`config.mk`:
```
export PLATFORM = sky130hd
export DESIGN_NAME = seq_div
export DESIGN_NICKNAME = d
export VERILOG_FILES = /design/src/rtl/seq_div_pkg.sv /design/src/rtl/seq_div_step.sv /design/src/rtl/seq_div.sv
export SDC_FILE = /design/constraint.sdc
export NUM_CORES = 1
export LEC_CHECK = 0
export BUFFER_PORTS_ARGS = -buffer_cell sky130_fd_sc_hd__buf_4
export CAP_MARGIN = 20
export CORE_ASPECT_RATIO = 0.8
export CORE_MARGIN = 2
export CORE_UTILIZATION = 40
export CTS_CLUSTER_SIZE = 12
export DETAILED_ROUTE_END_ITERATION = 8
export PLACE_DENSITY_LB_ADDON = 0.25
export SYNTH_ARGS = -nofsm -noshare
export SYNTH_HDL_FRONTEND = slang
export SYNTH_HIERARCHICAL = 1
export SYNTH_SLANG_ARGS = --single-unit
```
`constraint.sdc`:
```
create_clock -name clock -period 5.2 [get_ports clock]
set_clock_uncertainty 0.1 [all_clocks]
set_input_delay 0.78 -clock clock [delete_from_list [all_inputs] [get_ports clock]]
set_output_delay 0.78 -clock clock [all_outputs]
set_load 0.02 [all_outputs]
```
`src/rtl/seq_div_pkg.sv`:
```
// Shared constants and state encoding for the sequential restoring divider.
package div_pkg;

  localparam int DIVIDEND_W = 10;
  localparam int DIVISOR_W  = 5;
  localparam int ITER_W     = 4;

  // Quotient reported for a zero divisor: all ones.
  localparam logic [DIVIDEND_W-1:0] Q_DIV0 = 10'h3FF;

  typedef enum logic [1:0] {
    ST_IDLE = 2'd0,
    ST_RUN  = 2'd1,
    ST_DONE = 2'd2
  } state_e;

endpackage

```
`src/rtl/seq_div_step.sv`:
```
// One restoring-division iteration: shift a dividend bit into the partial
// remainder, then subtract the divisor if it fits.
module div_step #(
  parameter int DIVISOR_W = 5
) (
  input  logic [DIVISOR_W:0]   r_in,
  input  logic                 bit_in,
  input  logic [DIVISOR_W-1:0] divisor,
  output logic [DIVISOR_W:0]   r_out,
  output logic                 q_bit
);

  logic [DIVISOR_W:0] r_sh;
  logic [DIVISOR_W:0] dvs_ext;

  // The partial remainder carries one extra bit so the compare never overflows.
  always_comb begin
    r_sh    = {r_in[DIVISOR_W-1:0], bit_in};
    dvs_ext = {1'b0, divisor};
    q_bit   = (r_sh >= dvs_ext);
    r_out   = q_bit ? (r_sh - dvs_ext) : r_sh;
  end

endmodule

```
`src/rtl/seq_div.sv`:
```
// Sequential restoring divider: one quotient bit per clock, start/done
// handshake, zero-divisor short cut straight to DONE.
module seq_div #(
  parameter int DIVIDEND_W = 10,
  parameter int DIVISOR_W  = 5
) (
  input  logic                  clock,
  input  logic                  reset,
  input  logic                  start,
  input  logic [DIVIDEND_W-1:0] dividend,
  input  logic [DIVISOR_W-1:0]  divisor,
  output logic [DIVIDEND_W-1:0] quotient,
  output logic [DIVISOR_W-1:0]  remainder,
  output logic                  busy,
  output logic                  done,
  output logic                  div_by_zero
);

  import div_pkg::*;

  state_e                state_q, state_d;
  logic [ITER_W-1:0]     cnt_q, cnt_d;
  logic [DIVISOR_W-1:0]  dvsr_q, dvsr_d;
  logic [DIVIDEND_W-1:0] q_q, q_d;
  logic [DIVISOR_W:0]    r_q, r_d;
  logic                  dbz_q, dbz_d;

  logic                  accept;
  logic                  div0;
  logic [DIVISOR_W:0]    step_r;
  logic                  step_q;

  // A request is only taken when no iteration is in flight.
  assign accept = start && (state_q != ST_RUN);
  assign div0   = (divisor == '0);

  div_step #(
    .DIVISOR_W (DIVISOR_W)
  ) u_step (
    .r_in    (r_q),
    .bit_in  (q_q[DIVIDEND_W-1]),
    .divisor (dvsr_q),
    .r_out   (step_r),
    .q_bit   (step_q)
  );

  // State register.
  always_ff @(posedge clock or posedge reset) begin
    if (reset) state_q <= ST_IDLE;
    else       state_q <= state_d;
  end

  // Next-state logic; DONE can chain straight into a new operation.
  always_comb begin
    state_d = state_q;
    unique case (state_q)
      ST_IDLE: if (accept) state_d = div0 ? ST_DONE : ST_RUN;
      ST_RUN:  if (cnt_q == ITER_W'(1)) state_d = ST_DONE;
      ST_DONE: begin
        if (accept) state_d = div0 ? ST_DONE : ST_RUN;
        else        state_d = ST_IDLE;
      end
      default: state_d = ST_IDLE;
    endcase
  end

  // Status outputs decoded from state.
  always_comb begin
    busy = (state_q == ST_RUN);
    done = (state_q == ST_DONE);
  end

  // Datapath next-state: load on accept, iterate while running, else hold.
  always_comb begin
    q_d    = q_q;
    r_d    = r_q;
    dvsr_d = dvsr_q;
    cnt_d  = cnt_q;
    dbz_d  = dbz_q;
    if (accept) begin
      if (div0) begin
        q_d   = DIVIDEND_W'(Q_DIV0);
        r_d   = '0;
        dbz_d = 1'b1;
      end else begin
        dvsr_d = divisor;
        q_d    = dividend;
        r_d    = '0;
        cnt_d  = ITER_W'(DIVIDEND_W);
        dbz_d  = 1'b0;
      end
    end else if (state_q == ST_RUN) begin
      r_d   = step_r;
      q_d   = {q_q[DIVIDEND_W-2:0], step_q};
      cnt_d = cnt_q - ITER_W'(1);
    end
  end

  // Datapath registers; reset clears results so outputs read zero at once.
  always_ff @(posedge clock or posedge reset) begin
    if (reset) begin
      q_q    <= '0;
      r_q    <= '0;
      dvsr_q <= '0;
      cnt_q  <= '0;
      dbz_q  <= 1'b0;
    end else begin
      q_q    <= q_d;
      r_q    <= r_d;
      dvsr_q <= dvsr_d;
      cnt_q  <= cnt_d;
      dbz_q  <= dbz_d;
    end
  end

  assign quotient    = q_q;
  assign remainder   = r_q[DIVISOR_W-1:0];
  assign div_by_zero = dbz_q;

endmodule

```
==> results.md <==
- Number of sinks driven by the clock tree: 27
- Share of post-route cells with drive strength above 1: 0.2536
- Worst-margin pin slew: 0.7332 ns
- Max-cap check violation count: 0
- Startpoint of the most critical setup path: state_q[1]$_DFFE_PP0P_
- Fraction of the cycle the final worst path needs: 0.5305
- Total Routed Length: ~3.5 mm
- Vias/cell: a little under 5
- Routed via count: 1298
- Final Instance Count excl. Fillers: 264
- Data arrival time of the critical path: 1.88 ns
- Total track usage: 0.1682
- Die X-Extent: 75.76 um
- Synthesis-to-layout area growth: 19.74%
- FF-to-FF Start: quotient[9]$_DFFE_PP0P_
- Startpoint-to-endpoint class of the critical path: reg2out
- Mean Syn Cell Area: 9.005 um^2
- Synthesis warning total: 6
- CTS tree: done
- Pwr Density: 661.6 nW/um^2
- Gate count after technology mapping: 183
- I/O pins: 36
- Fin. Hold Viols: 0
- Wire length per cell after detailed routing: 13.36 um
- Worst EP required: ~4.3 ns
- Clock tree buffer depth: 2
- Num rows: 20
- Initial antenna violation count: 0
- Outcome: complete, no violations
- Die Outline Area: 4652 um^2
- Postcts setup bufs: 0
- Placed cell count: 259
- Footprint of the multi-input gates: roughly 840 um^2
- Largest fanout on the critical path: 23
- Fin Setup TNS: 0 ns
- Number of buffers created by CTS: 3
- First-pass GRT wire length: 5.934 mm
- Maximum cell stage delay along the critical path: 0.52 ns
- Antenna Cells: 0
- Unrepaired setup endpoints after global routing: no
- Slowest stage cell on the critical path: sky130_fd_sc_hd__inv_2
- Number of iterations in the first detailed-routing pass: 4
- Weighted congestion reported at the end of routability-driven placement: 0.7488
- Cells along the critical path: nand2b_1 -> inv_2 -> buf_4
- Placeable core region: 3879 um^2
- Worst supply voltage drop on vdd: 0.2016 mV
- Hold_buf cts: 0
- Total global routing overflow: 0
- Number of levels in the clock H-tree: 1
- Capturing element type of the critical path: output pin
- Number of global-route vias before repair: around 1300
- Post-route antenna net violation count: 0
- Net count after synthesis: 209
- Sum of net half-perimeters after detailed placement: 2.518 mm
- Type of element launching the critical path: flip-flop
- Final-stage net count: 236
- Initial Util: 0.4248
- Final-report max-slew violation count: 0
- Leading cell type in the layout, fill and taps excluded: sky130_fd_sc_hd__buf_4
- Time the final worst path needs with I/O delays and setup: between 2 and 3 ns
- DRC marker count from the first detailed-route iteration: 79
- Slew Limit Headroom: 0.5094
- Leakage power of the design: 0.9409 nW
- Register clock-pin slew on the reported worst setup and hold paths: 0.09 ns
- Count of buffers inserted at the top-level ports: 35
- Residual DRC: 0
- Final setup violating endpoints: 0
- Max Freq: approximately 360 MHz
- Syn Std Cell Area: 1648 um^2
- Total area of sequential cells: 675.6 um^2
- Clock Root Buffer: sky130_fd_sc_hd__clkbuf_8
- Post-CTS Resized: 0
- Later-pin clock latency in the skew report: 0.27 ns
- Worst hold path class: in2async
- Number of filler instances in the final layout: between 300 and 400
- Pin count of the biggest net entering global routing: 31
- Die height: 61.41 um
- Leading cell types in the layout, fill and taps excluded: 35 x sky130_fd_sc_hd__buf_4, 27 x sky130_fd_sc_hd__dfrtp_1, 26 x sky130_fd_sc_hd__nand2_1
## final timing paths
kind / to / slack (ns) / cells after the start
min reg2reg: dvsr_q[3]$_DFFE_PP0P_ / 0.41 / 1
max in group asynchronous: r_q[4]$_DFFE_PP0P_ / 4.28 / 3
max reg2reg: r_q[1]$_DFFE_PP0P_ / 2.90 / 10
min in group clock: dvsr_q[3]$_DFFE_PP0P_ / 0.41 / 1
max: busy / 2.44 / 3
min: quotient[9]$_DFFE_PP0P_ / 0.33 / 2
## power by group
group,total [mW],switching (mW),internal [mW]
clock network,0.120,0.0647,0.0549
registers,0.399,0.0853,0.314
logic,0.787,0.423,0.364
total,1.31,0.573,0.733
## final cells by class
type / count / area share
Timing Repair Buffer: 37 / 0.1497
Inverter: 12 / 0.02283
Sequential cell: 27 / 0.3424
Clock buffer: 4 / 0.02283
Tap cell: 55 / 0.03488
Multi-Input combinational cell: 129 / 0.4274
## worst max-delay path, delay by kind of cell (launching register included)
family	cells	cell delay (ns)
buffers and inverters	2	0.75
DFF	1	0.38
and+or+nand+nor	1	0.47
## stage by stage
| stage | hold WS, ns | power, mW | setup WS [ns] | util | cell area [um^2] |
|---|---|---|---|---|---|
| 2_1_floorplan | 0.3660 | 1.012 | 3.010 | - | 1648 |
| 3_3_place_gp | 0.3875 | 1.189 | 2.752 | 0.4887 | 1896 |
| 3_5_place_dp | 0.3831 | 1.190 | 2.743 | 0.4900 | 1901 |
| 4_1_cts | 0.4100 | 1.317 | 2.438 | 0.5016 | 1946 |
| 5_1_grt | 0.3275 | 1.431 | 2.312 | 0.5087 | 1973 |
| 6_report | 0.3281 | 1.305 | 2.442 | 0.5087 | 1973 |
## state kept, by name, indices dropped and copies added (netlist names)
signal       count
quotient        10
dvsr_q           5
r_q              5
cnt_q            4
state_q          2
div_by_zero      1
## metal layers
| metal | share of wire | track usage | up-vias |
|---|---|---|---|
| li1 | - | - | 664 |
| met1 | 0.51 | 0.2521 | 614 |
| met2 | 0.46 | 0.2549 | 18 |
| met3 | 0.031 | 0.03437 | 2 |
| met4 | 0.0040 | 0.03008 | 0 |
| met5 | 0 | 0 | - |
Power figures use the tool's default switching activity.
